--- src/rtl/nvme_irq_coalescer.sv ---
// Interrupt coalescer: aggregates completion-queue postings into one irq_req per
// batch, fired when a count threshold or an aggregation-time limit is reached.
module nvme_irq_coalescer #(
    parameter int unsigned CNT_W       = 8,
    parameter int unsigned TIME_W      = 8,
    parameter int unsigned TICK_CYCLES = 100
) (
    input  logic              clk,
    input  logic              reset_n,
    input  logic              cpl_valid,
    input  logic              cfg_en,
    input  logic [CNT_W-1:0]  cfg_thr,
    input  logic [TIME_W-1:0] cfg_time,
    input  logic              irq_ack,
    output logic              irq_req,
    output logic [CNT_W-1:0]  pending_cnt,
    output logic [1:0]        fire_cause
);

    localparam int unsigned   PW         = (TICK_CYCLES > 1) ? $clog2(TICK_CYCLES) : 1;
    localparam logic [PW-1:0] PRESC_LAST = PW'(TICK_CYCLES - 1);

    typedef enum logic [1:0] {
        ST_IDLE,
        ST_ACCUM,
        ST_REQ
    } state_t;

    state_t              state_q, state_d;
    logic [CNT_W-1:0]    cnt_d;
    logic [TIME_W-1:0]   timer_q, timer_d;
    logic [PW-1:0]       presc_q, presc_d;
    logic                irq_req_d;
    logic [1:0]          cause_d;

    logic [CNT_W-1:0]    cnt_inc;
    logic [CNT_W-1:0]    cnt_next;
    logic [CNT_W:0]      thr_lim;
    logic                thr_hit;
    logic                time_hit;

    // Hit detection on the count as it will be after this cycle's completion
    always_comb begin
        cnt_inc  = (pending_cnt == '1) ? pending_cnt : pending_cnt + CNT_W'(1);
        cnt_next = cpl_valid ? cnt_inc : pending_cnt;
        thr_lim  = {1'b0, cfg_thr} + (CNT_W + 1)'(1);
        thr_hit  = ({1'b0, cnt_next} >= thr_lim) || !cfg_en;
        time_hit = (timer_q >= cfg_time);
    end

    // Next-state and registered-output logic
    always_comb begin
        state_d   = state_q;
        cnt_d     = cnt_next;
        timer_d   = timer_q;
        presc_d   = presc_q;
        irq_req_d = irq_req;
        cause_d   = fire_cause;

        unique case (state_q)
            ST_IDLE: begin
                timer_d   = '0;
                presc_d   = '0;
                irq_req_d = 1'b0;
                cause_d   = 2'b00;
                if (cpl_valid) begin
                    // A first completion that already satisfies the threshold fires
                    // on this edge; the time limit is only judged once in ACCUM.
                    if (thr_hit) begin
                        state_d   = ST_REQ;
                        irq_req_d = 1'b1;
                        cause_d   = 2'b01;
                    end else begin
                        state_d = ST_ACCUM;
                    end
                end
            end

            ST_ACCUM: begin
                if (presc_q == PRESC_LAST) begin
                    presc_d = '0;
                    if (timer_q != '1) begin
                        timer_d = timer_q + TIME_W'(1);
                    end
                end else begin
                    presc_d = presc_q + PW'(1);
                end
                if (thr_hit || time_hit) begin
                    state_d   = ST_REQ;
                    irq_req_d = 1'b1;
                    cause_d   = {time_hit, thr_hit};
                end
            end

            ST_REQ: begin
                irq_req_d = 1'b1;
                if (irq_ack) begin
                    irq_req_d = 1'b0;
                    cause_d   = 2'b00;
                    timer_d   = '0;
                    presc_d   = '0;
                    if (cpl_valid) begin
                        cnt_d   = CNT_W'(1);
                        state_d = ST_ACCUM;
                    end else begin
                        cnt_d   = '0;
                        state_d = ST_IDLE;
                    end
                end
            end

            default: begin
                state_d   = ST_IDLE;
                cnt_d     = '0;
                timer_d   = '0;
                presc_d   = '0;
                irq_req_d = 1'b0;
                cause_d   = 2'b00;
            end
        endcase
    end

    // State and output registers, cleared asynchronously
    always_ff @(posedge clk or negedge reset_n) begin
        if (!reset_n) begin
            state_q     <= ST_IDLE;
            pending_cnt <= '0;
            timer_q     <= '0;
            presc_q     <= '0;
            irq_req     <= 1'b0;
            fire_cause  <= 2'b00;
        end else begin
            state_q     <= state_d;
            pending_cnt <= cnt_d;
            timer_q     <= timer_d;
            presc_q     <= presc_d;
            irq_req     <= irq_req_d;
            fire_cause  <= cause_d;
        end
    end

endmodule

--- config.mk ---
export PLATFORM = sky130hd
export DESIGN_NAME = nvme_irq_coalescer
export DESIGN_NICKNAME = d
export VERILOG_FILES = /design/src/rtl/nvme_irq_coalescer.sv
export SDC_FILE = /design/constraint.sdc
export NUM_CORES = 1
export LEC_CHECK = 0
export CAP_MARGIN = 20
export CORE_ASPECT_RATIO = 2
export CORE_MARGIN = 1
export CORE_UTILIZATION = 30
export DETAILED_ROUTE_END_ITERATION = 10
export PLACE_DENSITY = 0.59
export SYNTH_ARGS = -nofsm -noshare
export SYNTH_HDL_FRONTEND = slang
export SYNTH_SLANG_ARGS = --single-unit
--- constraint.sdc ---
create_clock -name clk -period 2.8 [get_ports clk]
set_input_delay 0.42 -clock clk [delete_from_list [all_inputs] [get_ports clk]]
set_output_delay 0.42 -clock clk [all_outputs]
set_load 0.05 [all_outputs]
### After elaboration in Yosys (flattened, before gate mapping)

Cells that the tools add are included.

* $lt $le $gt $ge: 2
* eq/ne operators: 10
* multipliers: 0
* add/sub/neg operators: 4
* div/mod/pow operators: 0
* mux-type cells: 28
* reduce and logical (&&, ||, !) cells: 8
* bitwise gates (word level): 0
* shifts and indexed selects: 0

Operators with widths (number)
* 2-to-1 mux 8 bit: 6
* one-hot mux 8 bit (2 select lines): 2
* adder 8 x 1 -> 8 bit (second input constant): 2
* 2-to-1 mux 7 bit: 2
* one-hot mux 7 bit (2 select lines): 1
* 2-to-1 mux 2 bit: 6
* one-hot mux 2 bit (3 select lines): 2
* != test 2 bit (second input constant): 5
* adder 8 x 1 -> 9 bit (second input constant): 1
* greater-or-equal comparator 8 x 9 -> 1 bit: 1
* equality test 8 bit (second input constant): 1
* greater-or-equal comparator 8 bit: 1
* 2-to-1 mux 1 bit: 8
* != test 8 bit (second input constant): 1
* adder 7 x 1 -> 7 bit (second input constant): 1
* equality test 7 bit (second input constant): 1
* AND reduction 3 bit: 2
* one-hot mux 1 bit (3 select lines): 1
* equality test 2 x 1 -> 1 bit (second input constant): 1
* equality test 2 bit (second input constant): 1
* zero test 2 bit: 1
* logical OR 1 bit: 2
* AND reduction 2 bit: 1
* OR reduction 2 bit: 1
* zero test 1 bit: 1

* logic and storage cells: 58
* memory bits (writable): 0
* output and inout bits: 11
* bits in read-only memories: 0
* bits of input ports: 21
* register bits after elaboration: 28
* memories kept: 0
* bits in latches: 0

### Depth between registers and ports, before layout

* word-level depth: 8
* gate-level depth with buffers: 10
* gate-level depth less buffers: 10

### Worst setup path after synthesis

Ideal clock, no wire load.

* kind: reg-to-reg
* from: register pending_cnt[0]
* to: register state_q[1]
* path slack: -0.102 ns
* arrival: 2.781 ns
* cell stages (with the launch flop): 11
* setup time: 0.121 ns
* clock period less this slack: 2.902 ns
* data required time: 2.679 ns
* path buffers: 0
* path through: dfrtp_1 ha_1 nand4_1 nand2_1 mux2_1 ha_1 a211oi_1 o221ai_1 a41oi_1 nor2_1 a22o_1

* word-level cells in the longest chain between the ends: 8
* elaborated cells on any way between the ends: 12
* classes of those cells: add/sub: 1; order compare: 1; eq/ne: 2; mux: 5; reduce/logical: 3

RTL lines
* from (decl): line 16 `output logic [CNT_W-1:0] pending_cnt,`
* from (signal assigned): line 134 `pending_cnt <= cnt_d;`
* adder 8 x 1 -> 8 bit / equality test 8 bit (equally long branches): line 44 `cnt_inc = (pending_cnt == '1) ? pending_cnt : pending_cnt + CNT_W'(1);`
* 2-to-1 mux 8 bit: line 44
* 2-to-1 mux 8 bit *: line 45 `cnt_next = cpl_valid ? cnt_inc : pending_cnt;`
* greater-or-equal comparator 8 x 9 -> 1 bit *: line 47 `thr_hit = ({1'b0, cnt_next} >= thr_lim) || !cfg_en;`
* logical OR 1 bit *: line 47
* 2-to-1 mux 2 bit / logical OR 1 bit (equally long branches): line 69, 88
* 2-to-1 mux 2 bit / != test 2 bit (equally long branches)
* one-hot mux 2 bit (3 select lines) / AND reduction 3 bit (equally long branches)
* to (signal assigned): line 133 `state_q <= state_d;`
* to (decl): line 29 `state_t state_q, state_d;`

Mark *: on every way between the ends. The rest lies on a longest branch, timed or not. The select of a mux whose other input is x is not followed.
A chain may end at the register's enable or synchronous reset.

### Worst setup path after layout

* from: register pending_cnt[1]
* to: register state_q[1]

The elaborated chain is that of the path after synthesis.

==> impl_results.md <==
- Outcome: complete, no violations
- Initial Utilization: 0.309
- Layout Nets: 303
- Antenna fix cells: 0
- Cells after Synth: 216
- Hold slack: 0.516 ns
- XOR/XNOR share of the synthesized area: 0.0514
- # IOs: 32
- Total CTS buffers: 3
- Global placer's final weighted congestion: 0.773
- Min-delay worst type: register to register
- Layout area overhead: 30.6%
- CTS Root Cell: clkbuf_16
- DRT iter0 DRCs: 25
- Hpwl dp: 4.02 mm
- Min Tclk post-route: 2.67 ns
- Vias in the first global route: 1894
- Final clock skew: 0.00430 ns
- First-pass GRT wire length: 8.43 mm
- CP Class: register to register
- Sequential-to-total area share from yosys stat: 0.343
- Worst-path clk slew: 0.07 ns
- Row Count: 42
- Max Transition Viols Final: 0
- Main area contributors after synthesis: dfrtp_1 (34%), ha_1 (12%), and2_1 (4.0%)
- RSZ-0062 raised after global routing: false
- Placed insts: 345
- Most frequent cell after synthesis: dfrtp_1
- Post-DP Area: 2560 um^2
- Routed Antenna Nets: 0
- Synth Area in Compound Gates: 0.191
- Layout cell share with drive strength beyond 1: 0.126
- Leakage: 1.17 nW
- Most common flop cell mapped by yosys: dfrtp_1
- R2r startpoint: pending_cnt[1]$_DFF_PN0_
- Slew Limit Headroom: 0.644
- Max_cap viols: 0
- Remaining global-route overflow: 0
- Setup TNS: 0 ns
- 1st-pass router iterations: 4
- All-Layer GR Usage: 0.156
- Syn Nets: 257
- Synth top cells by count: dfrtp_1 (28), ha_1 (20), nand2_1 (18)
- Port bufs: 31
- Post-route design area: 2670 um^2
- Total core area: 6620 um^2
- Vias post-DR: 1791
- Number of synthesized flops with an enable pin: 0
- Die Y: 119 um
- Post-synthesis simple-gate area fraction: 0.240
- Initial antenna violation count: 0
- Clk_lat worst skew: 0.26 ns
- WP data required: 2.95 ns
- Adder-Cell Fraction of Synth Area: 0.122
- Crit path max fanout: 5
- Peak supply drop: 434 uV
- Ys Warns: 0
- Fillers: 707
- PnR worst setup slack: 0.127 ns
- # hold bufs at CTS: 0
- Highest clock rate: 374 MHz
- Min-delay src: presc_q[0]$_DFFE_PN0N_
- Startpoint type of the worst setup path: register
- Via density: 5.13
- Power Dens Cells: 616 nW/um^2
- CTS max path bufs: 2
- Yosys reg bits: 28
- Largest family of logic cells by synthesized area: simple AND/OR/NAND/NOR gates
- Synth top area share: 0.343
- Routed wire per std cell: 14.1 um
- CTS Sinks: 28
- Crit path from: pending_cnt[1]$_DFF_PN0_
- Distinct cell type count after synthesis: 47
- Die area: 7170 um^2
- Worst EP arrival: 2.82 ns
- Worst-Margin Slew: 0.533 ns
- Final setup vio count: 0
- Post-synthesis mux area share: 0.0214
- Largest net degree at the start of global routing: 29
- CP Capture Type: register
- Cell area after synthesis: 2050 um^2
- Fin cells: 349
- WL final: 4.91 mm
- Worst slack at placement: -0.0965 ns
- CTS tree: built
- Fin crit share: 0.955
- Post-synth top area cell: dfrtp_1
- Hold violation count in the final report: 0
- DRC Markers: 0
- H-tree level count: 1
- Die width: 60.4 um
- Async SR Flop Fraction: 1.00
- Avg Cell Area, Syn: 9.47 um^2
-- routing by layer --
metal | vias to the layer above | GRT usage | part of all wire
li1 | 885 | - | -
met1 | 863 | 0.153 | 0.38
met2 | 32 | 0.298 | 0.58
met3 | 11 | 0.0241 | 0.019
met4 | 0 | 0.0625 | 0.025
met5 | - | 0 | 0
-- sequential cells by signal, summed over array words and instances (netlist names) --
| name | flops |
|---|---|
| presc_q | 7 |
| irq_req | 1 |
| pending_cnt | 8 |
| state_q | 2 |
| fire_cause | 2 |
| timer_q | 8 |
-- path summary, 6_finish.rpt --
path	end	cells past startpoint	slack, ns
min in group asynchronous	timer_q[7]$_DFFE_PN0P_	2	0.53
hold / removal	presc_q[0]$_DFFE_PN0N_	1	0.52
setup / recovery	state_q[1]$_DFFE_PN0P_	11	0.13
max in group asynchronous	pending_cnt[1]$_DFF_PN0_	2	1.97
hold reg to reg	presc_q[0]$_DFFE_PN0N_	1	0.52
setup reg to reg	state_q[1]$_DFFE_PN0P_	11	0.13
-- where the power goes --
part / switching, mW / leakage, nW / internal (mW)
clock: 0.141 / 0.0511 / 0.285
combinational: 0.399 / 0.743 / 0.277
sequential: 0.0772 / 0.375 / 0.466
total: 0.618 / 1.17 / 1.03
-- critical path, cell delays in order (launching register included) --
cell      delay (ns)
dfrtp_2         0.45
ha_1            0.21
buf_4           0.14
and3_1          0.17
nand2b_1        0.15
mux2_1          0.32
ha_1            0.36
nand3_1         0.10
nand4b_1        0.14
a41oi_2         0.24
nor2_2          0.09
a22o_1          0.19
-- logic make-up after synthesis --
family | Yosys count
flops | 28
fa+ha+maj | 20
xor+xnor | 12
simple gates | 85
mux | 4
buf+inv | 17
compound gates | 50
-- cell type report --
cell class / count / area, um^2 / area share
timing repair buffer: 44 / 408 / 0.153
tap: 88 / 110 / 0.0412
inverter: 14 / 52.6 / 0.0197
clock inverter: 1 / 30.0 / 0.0112
clock buffer: 3 / 75.1 / 0.0281
multi-input combinational: 171 / 1290 / 0.483
sequential: 28 / 706 / 0.264
-- timing repair --
item / 4_1_cts / 5_1_grt
buffers inserted: 0 / 0
setup endpoints to repair: 0 / 4
gates resized for setup: 0 / 2
-- stage by stage --
stage | utilization | power, mW
after floorplan | - | 0.974
after global placement | 0.386 | 1.23
after detailed placement | 0.386 | 1.23
after CTS | 0.402 | 1.66
after global routing | 0.404 | 1.75
final | 0.404 | 1.65
-- placed cells by master (no fill, tap or decap), types with 2 or more instances in the layout --
master,count
nand3_1,14
mux2_1,2
o21ai_0,2
a21oi_1,3
ha_1,20
clkdlybuf4s50_1,31
nor2_1,6
xnor2_1,5
nor2b_1,3
nand2b_1,7
a31oi_1,2
nand2_1,18
and3_1,7
o31ai_1,6
o311ai_1,4
a21oi_4,2
o2bb2ai_1,2
buf_4,13
and2_1,13
inv_1,14
xor2_1,7
o21ai_1,10
dfrtp_1,24
a22o_1,3
and4_1,3
nand4_1,6
o21a_1,2
clkbuf_16,3
o22ai_1,2
dfrtp_2,4
Note: power is estimated with default switching activity, not from simulation.
